$ cat config.mk
export PLATFORM = sky130hd
export DESIGN_NAME = sfx_tone_arbiter
export DESIGN_NICKNAME = d
export VERILOG_FILES = /design/src/rtl/sfx_arb_pkg.sv /design/src/rtl/sfx_tone_arbiter_prio_pick.sv /design/src/rtl/sfx_tone_arbiter.sv
export SDC_FILE = /design/constraint.sdc
export NUM_CORES = 1
export LEC_CHECK = 0
export BUFFER_PORTS_ARGS = -buffer_cell sky130_fd_sc_hd__buf_2
export CORE_ASPECT_RATIO = 0.6
export CORE_MARGIN = 4
export CORE_UTILIZATION = 47
export CTS_BUF_LIST = sky130_fd_sc_hd__clkbuf_16
export CTS_CLUSTER_SIZE = 14
export DETAILED_ROUTE_END_ITERATION = 10
export PLACE_DENSITY = 0.86
export SKIP_CTS_REPAIR_TIMING = 1
export SLEW_MARGIN = 0
export SYNTH_ARGS = -nofsm -noshare
export SYNTH_HDL_FRONTEND = slang
export SYNTH_SLANG_ARGS = --single-unit
$ cat constraint.sdc
create_clock -name clk -period 6.5 [get_ports clk]
set_clock_uncertainty 0.15 [all_clocks]
set_input_delay 0.975 -clock clk [delete_from_list [all_inputs] [get_ports clk]]
set_output_delay 0.975 -clock clk [all_outputs]
set_load 0.02 [all_outputs]
$ cat src/rtl/sfx_arb_pkg.sv
// sfx_arb_pkg
// Shared types and constants for the SFX tone arbiter.
//   state_e   : arbiter FSM encoding (IDLE, PLAY, GAP)
//   TONE_W    : tone / frequency word width
//   LEN_W     : SFX length and counter width
//   DUTY_W    : PWM duty width
//   DUTY_OFF  : duty driven while silent
//   len_floor : maps a programmed length of 0 onto 1
package sfx_arb_pkg;

  typedef enum logic [1:0] {
    ST_IDLE = 2'd0,
    ST_PLAY = 2'd1,
    ST_GAP  = 2'd2
  } state_e;

  localparam int TONE_W = 32;
  localparam int LEN_W  = 8;
  localparam int DUTY_W = 10;

  localparam logic [DUTY_W-1:0] DUTY_OFF = 10'd0;

  // A zero-length request still sounds for one tick.
  function automatic logic [LEN_W-1:0] len_floor(input logic [LEN_W-1:0] len);
    return (len == '0) ? LEN_W'(1) : len;
  endfunction

endpackage

$ cat src/rtl/sfx_tone_arbiter_prio_pick.sv
// prio_pick
// Combinational fixed-priority picker; the lowest set index wins.
//   req_i    : request vector (N bits)
//   onehot_o : one-hot winner (zero when nothing requested)
//   idx_o    : binary index of the winner (zero when nothing requested)
//   valid_o  : high when any request bit is set
module prio_pick #(
  parameter int N = 4,
  localparam int IW = (N > 1) ? $clog2(N) : 1
) (
  input  logic [N-1:0]  req_i,
  output logic [N-1:0]  onehot_o,
  output logic [IW-1:0] idx_o,
  output logic          valid_o
);

  // Scan from the top down so the last hit (lowest index) overrides.
  always_comb begin
    onehot_o = '0;
    idx_o    = '0;
    valid_o  = 1'b0;
    for (int i = N - 1; i >= 0; i--) begin
      if (req_i[i]) begin
        onehot_o    = '0;
        onehot_o[i] = 1'b1;
        idx_o       = IW'(i);
        valid_o     = 1'b1;
      end
    end
  end

endmodule

$ cat src/rtl/sfx_tone_arbiter.sv
// sfx_tone_arbiter
// Shares one tone PWM generator between background music and NUM_SFX
// sound-effect requesters. Each SFX plays for its programmed number of
// ticks, followed by GAP_TICKS of silence, then music resumes.
//   clk        : system clock
//   reset      : asynchronous reset, active low
//   tick       : one-cycle timing strobe; lengths count in ticks
//   music_tone : background-music frequency
//   music_en   : 0 silences background music
//   sfx_req    : one-cycle request pulse per requester
//   sfx_tone   : packed per-requester frequency, slice i = [32*i +: 32]
//   sfx_len    : packed per-requester length in ticks, slice i = [8*i +: 8]
//   tone       : frequency to the PWM generator
//   duty       : duty to the PWM generator
//   grant      : one-hot id of the SFX now playing
//   busy       : high while playing an SFX or in the silence gap
//   done       : one-cycle pulse on natural SFX completion
//   done_id    : index of the completed SFX, valid with done
module sfx_tone_arbiter
  import sfx_arb_pkg::*;
#(
  parameter int          NUM_SFX   = 4,
  parameter int          GAP_TICKS = 1,
  parameter logic [9:0]  DUTY_ON   = 10'd512
) (
  input  logic                        clk,
  input  logic                        reset,
  input  logic                        tick,
  input  logic [31:0]                 music_tone,
  input  logic                        music_en,
  input  logic [NUM_SFX-1:0]          sfx_req,
  input  logic [32*NUM_SFX-1:0]       sfx_tone,
  input  logic [8*NUM_SFX-1:0]        sfx_len,
  output logic [31:0]                 tone,
  output logic [9:0]                  duty,
  output logic [NUM_SFX-1:0]          grant,
  output logic                        busy,
  output logic                        done,
  output logic [$clog2(NUM_SFX)-1:0]  done_id
);

  localparam int IW = $clog2(NUM_SFX);
  localparam logic [LEN_W-1:0] GAP_LOAD = LEN_W'(GAP_TICKS);

  state_e               state_q;
  logic [LEN_W-1:0]     cnt_q;
  logic [NUM_SFX-1:0]   pending_q;
  logic [IW-1:0]        cur_q;
  logic [TONE_W-1:0]    tone_q;
  logic [DUTY_W-1:0]    duty_q;
  logic [NUM_SFX-1:0]   grant_q;
  logic                 busy_q;
  logic                 done_q;
  logic [IW-1:0]        done_id_q;

  logic [TONE_W-1:0]    tone_arr [NUM_SFX];
  logic [LEN_W-1:0]     len_arr  [NUM_SFX];

  genvar gi;
  generate
    for (gi = 0; gi < NUM_SFX; gi++) begin : g_unpack
      assign tone_arr[gi] = sfx_tone[TONE_W*gi +: TONE_W];
      assign len_arr[gi]  = sfx_len[LEN_W*gi +: LEN_W];
    end
  endgenerate

  // One picker serves both initial arbitration and preemption: the lowest
  // candidate index preempts only if it is strictly below the current one.
  logic [NUM_SFX-1:0] cand;
  logic [NUM_SFX-1:0] pick_oh;
  logic [IW-1:0]      pick_idx;
  logic               pick_valid;

  assign cand = pending_q | sfx_req;

  prio_pick #(.N(NUM_SFX)) u_pick (
    .req_i    (cand),
    .onehot_o (pick_oh),
    .idx_o    (pick_idx),
    .valid_o  (pick_valid)
  );

  logic preempt;
  logic last_tick;
  assign preempt   = pick_valid && (pick_idx < cur_q);
  assign last_tick = tick && (cnt_q == LEN_W'(1));

  // Transition decode; the register block below applies the chosen action.
  logic do_start, do_idle, do_gap, do_done;

  always_comb begin
    do_start = 1'b0;
    do_idle  = 1'b0;
    do_gap   = 1'b0;
    do_done  = 1'b0;
    case (state_q)
      ST_IDLE: begin
        do_start = pick_valid;
        do_idle  = !pick_valid;
      end
      ST_PLAY: begin
        // Preemption outranks a coinciding final tick: no done issued.
        if (preempt) begin
          do_start = 1'b1;
        end else if (last_tick) begin
          do_done = 1'b1;
          if (GAP_TICKS == 0) begin
            do_start = pick_valid;
            do_idle  = !pick_valid;
          end else begin
            do_gap = 1'b1;
          end
        end
      end
      ST_GAP: begin
        if (last_tick) begin
          do_start = pick_valid;
          do_idle  = !pick_valid;
        end
      end
      default: do_idle = 1'b1;
    endcase
  end

  always_ff @(posedge clk or negedge reset) begin
    if (!reset) begin
      state_q   <= ST_IDLE;
      cnt_q     <= '0;
      pending_q <= '0;
      cur_q     <= '0;
      tone_q    <= '0;
      duty_q    <= DUTY_OFF;
      grant_q   <= '0;
      busy_q    <= 1'b0;
      done_q    <= 1'b0;
      done_id_q <= '0;
    end else begin
      done_q <= do_done;
      if (do_done) done_id_q <= cur_q;

      // Newly granted requester leaves pending; a preempted one was already
      // cleared at its own grant, so it is simply dropped.
      pending_q <= do_start ? (cand & ~pick_oh) : cand;

      if (do_start) begin
        state_q <= ST_PLAY;
        cur_q   <= pick_idx;
        grant_q <= pick_oh;
        cnt_q   <= len_floor(len_arr[pick_idx]);
        tone_q  <= tone_arr[pick_idx];
        duty_q  <= DUTY_ON;
        busy_q  <= 1'b1;
      end else if (do_idle) begin
        state_q <= ST_IDLE;
        grant_q <= '0;
        busy_q  <= 1'b0;
        tone_q  <= music_en ? music_tone : '0;
        duty_q  <= music_en ? DUTY_ON : DUTY_OFF;
      end else if (do_gap) begin
        state_q <= ST_GAP;
        grant_q <= '0;
        cnt_q   <= GAP_LOAD;
        tone_q  <= '0;
        duty_q  <= DUTY_OFF;
        busy_q  <= 1'b1;
      end else if (tick && cnt_q != '0) begin
        cnt_q <= cnt_q - LEN_W'(1);
      end
    end
  end

  assign tone    = tone_q;
  assign duty    = duty_q;
  assign grant   = grant_q;
  assign busy    = busy_q;
  assign done    = done_q;
  assign done_id = done_id_q;

endmodule

==> metrics <==
CTS root buf=clkbuf_16; Starting Density=0.4817; Seq cells post-synth=57; largest net degree at the start of global routing=64; # DRC=0; DRT iter0 DRCs=430; clock share of power=0.258; Pre-antenna DRT Iters=9; Final setup viols=0; remaining antenna violation count after routing=0; FMAX=0.2671 GHz; I/O pins=250; synthesized area=4090 µm²; top fanout value on the critical path=20; Crit path required time=6.55 ns; Fin Setup TNS=0 ns; Area Growth Syn to Fin=36.13%; M1 wire length=6.300 mm; Die Ht=80.26 µm; mux cell area share after synthesis=0.009789; DR WL/cell=18.43 µm; largest family of logic cells by synthesized area=compound AO/OA/AOI/OAI gates; Int Pwr=1.221 mW; most frequent CP cell=nand2_1; post-synth cell types=53; sequential fraction of the synthesis area=0.3487; hpwl dp=11.83 mm; clock buffer depth=2; Sink Count=57; worst slew pin tran=1.185 ns; initial antenna violation count=0; vias post-DR=5178; Inserted Clock Buffers=9; Antenna diodes=0; Static Leakage=2.722 nW; maximum vdd ir drop=0.1763 mV; Final Util=0.6558; Final Cycle Share=0.5760; All-Layer GR Usage=0.2968; worst path bufs/invs=1; RSZ-0062 raised after global routing=no; CTS H-tree lvls=3; CP Data Arrival Time=3.79 ns; CP Class=in2reg; Synth Area in Adders=0.009177; Post-Syn Instances=534; combinational power share=0.453; crit-path cells=buf_2 > o41ai_2 > nand3_1 > nand2b_1 > nand2_1 > nand2_1 > a21oi_1 > o32a_1; fin nets=949; vias in the first global route=4872; ys flop type=dfrtp_1; Slew headroom=0.2103; Core Rows=26; DR WL met2=7.413 mm; Post-Synth XOR/XNOR Area=0; Met3 Wirelength=1.868 mm; number of synthesized flops with an enable pin=0; Min Hold Slack=0.3153 ns; Mean Syn Cell Area=7.659 µm²; PortBufs=240; Final Hold Fails=0; first-pass GRT wire length=24.34 mm; slowest stage cell, crit path=nand2_1; Hold Path Class=reg2reg; RD Place Congestion=0.9805; status=complete, no violations; max-slew violation count=0; clock slew at reported path FFs=0.05 ns; Sw Pwr=0.8523 mW; share of layout cells above drive strength 1=0.3622; clk_lat worst skew=0.33 ns; max-cap check violation count=0; Max Used Layer=met4; vias per cell=6.000; yosys warns=0; Die ar.=10310 µm²; Setup crit end kind=register; pwr dens=372.4 nW/µm²; Die W=128.4 µm; GRT overflow=0; sequential power share=0.289; Async SR Flop Fraction=1.000; Compound-Gate Fraction of Synth Area=0.3298; synthesized-area fraction occupied by and/or/nand/nor cells=0.2349; Sw Ratio=0.4111; Core Footprint=8491 µm²; CTS tree=done; CP peak stage delay=0.78 ns; DRT Wirelength=15.90 mm; critical path launch point type=input port; minimum clock period after layout=3.744 ns; family with the most delay on the worst path=simple AND/OR/NAND/NOR gates
-- metal layers --
| metal | global-route usage | up-vias |
|---|---|---|
| li1 | - | 2346 |
| met1 | 0.3904 | 2463 |
| met2 | 0.4616 | 332 |
| met3 | 0.1043 | 37 |
| met4 | 0.08581 | 0 |
| met5 | 0 | - |
-- cells in the final DEF (no fill, tap or decap), drive strengths merged, types with 5 or more instances in the layout --
cell type  instances
nor2              23
nor3               8
o32a              18
nor4               7
inv                5
nand3              8
clkbuf             9
buf              242
o21ai             31
a31oi              9
dfrtp             57
nand2            152
a32o              12
a21o              18
a221o              5
conb               9
o21bai             5
a21oi             71
-- power by group through the flow --
stage / Sequential, mW / Combinational [mW] / Clock (mW)
after floorplan: 0.702 / 0.513 / 0
after global placement: 0.592 / 0.898 / 0
after detailed placement: 0.595 / 0.927 / 0
after CTS: 0.592 / 0.933 / 0.538
after global routing: 0.613 / 1.03 / 0.562
final: 0.598 / 0.940 / 0.535
-- stage by stage --
stage	power, mW	setup slack (ns)	instances	cell area [µm²]
2_1_floorplan	1.215	3.662	542	4120
3_3_place_gp	1.490	2.731	847	5233
3_5_place_dp	1.522	2.581	847	5233
4_1_cts	2.064	2.881	863	5568
5_1_grt	2.203	2.550	863	5568
6_report	2.073	2.756	863	5568
-- state kept, by name (all words and copies together) (netlist names) --
name,count
duty,1
cnt_q,8
state_q,2
tone,32
done,1
cur_q,2
done_id,2
grant,4
busy,1
pending_q,4
-- cells in the mapped netlist (2+ instances only) --
master / n / area (µm²)
a21o_1: 18 / 135.1
nand3_1: 8 / 40.04
and3_1: 4 / 25.02
nand4_1: 3 / 18.77
nand2_1: 151 / 566.8
o311ai_0: 4 / 35.03
a221o_1: 5 / 50.05
a21oi_1: 69 / 345.3
o2bb2ai_1: 4 / 35.03
o21ai_1: 9 / 45.04
o221ai_1: 3 / 26.28
o21a_1: 2 / 15.01
buf_2: 22 / 110.1
ha_1: 3 / 37.54
a311oi_1: 4 / 35.03
a211oi_1: 2 / 15.01
nor4_1: 5 / 31.28
o22ai_1: 2 / 12.51
nand2b_1: 4 / 25.02
or2_2: 3 / 18.77
buf_4: 10 / 75.07
nor3_1: 8 / 40.04
mux2i_1: 4 / 40.04
a32o_1: 12 / 120.1
o21ai_0: 22 / 110.1
a31oi_1: 9 / 56.30
dfrtp_1: 57 / 1426
and2_1: 4 / 25.02
nor2_1: 21 / 78.83
inv_1: 4 / 15.01
o32a_1: 18 / 180.2
clkbuf_1: 14 / 52.55
a21oi_2: 2 / 17.52
o21bai_1: 5 / 37.54
-- cell families after synthesis --
logic type,after synthesis
and+or+nand+nor,220
other,1
muxes,4
adders and majority gates,3
buffers and inverters,53
DFF,57
AOI/OAI and AO/OA,196
-- final timing paths --
path / slack, ns / cells past startpoint / end / startpoint
max: 2.76 / 8 / tone[28]$_DFFE_PN0P_ / sfx_req[0]
min: 0.32 / 2 / done_id[0]$_DFFE_PN0N_ / done_id[0]$_DFFE_PN0N_
max reg2reg: 3.11 / 7 / tone[28]$_DFFE_PN0P_ / pending_q[0]$_DFF_PN0_
min reg2reg: 0.32 / 2 / done_id[0]$_DFFE_PN0N_ / done_id[0]$_DFFE_PN0N_
max in group asynchronous: 5.03 / 2 / tone[11]$_DFFE_PN0P_ / reset
min in group asynchronous: 0.65 / 2 / done_id[0]$_DFFE_PN0N_ / reset
-- worst register-to-register path: stages, from the launching register on --
cell	delay, ns
dfrtp_1	0.43
o41ai_2	0.44
nand3_1	0.26
nand2b_1	0.32
nand2_1	0.36
nand2_1	0.78
a21oi_1	0.12
o32a_1	0.41
-- layout make-up --
class / instances / area, µm²
clock inverters: 7 / 110.1
repair buffers: 242 / 1216
clock buffers: 9 / 225.2
flip-flops and latches: 57 / 1426
multi-input cells: 432 / 2435
fillers: 750 / 2923
well taps: 112 / 140.1
inverters: 4 / 15.01
Power figures use the tool's default switching activity.
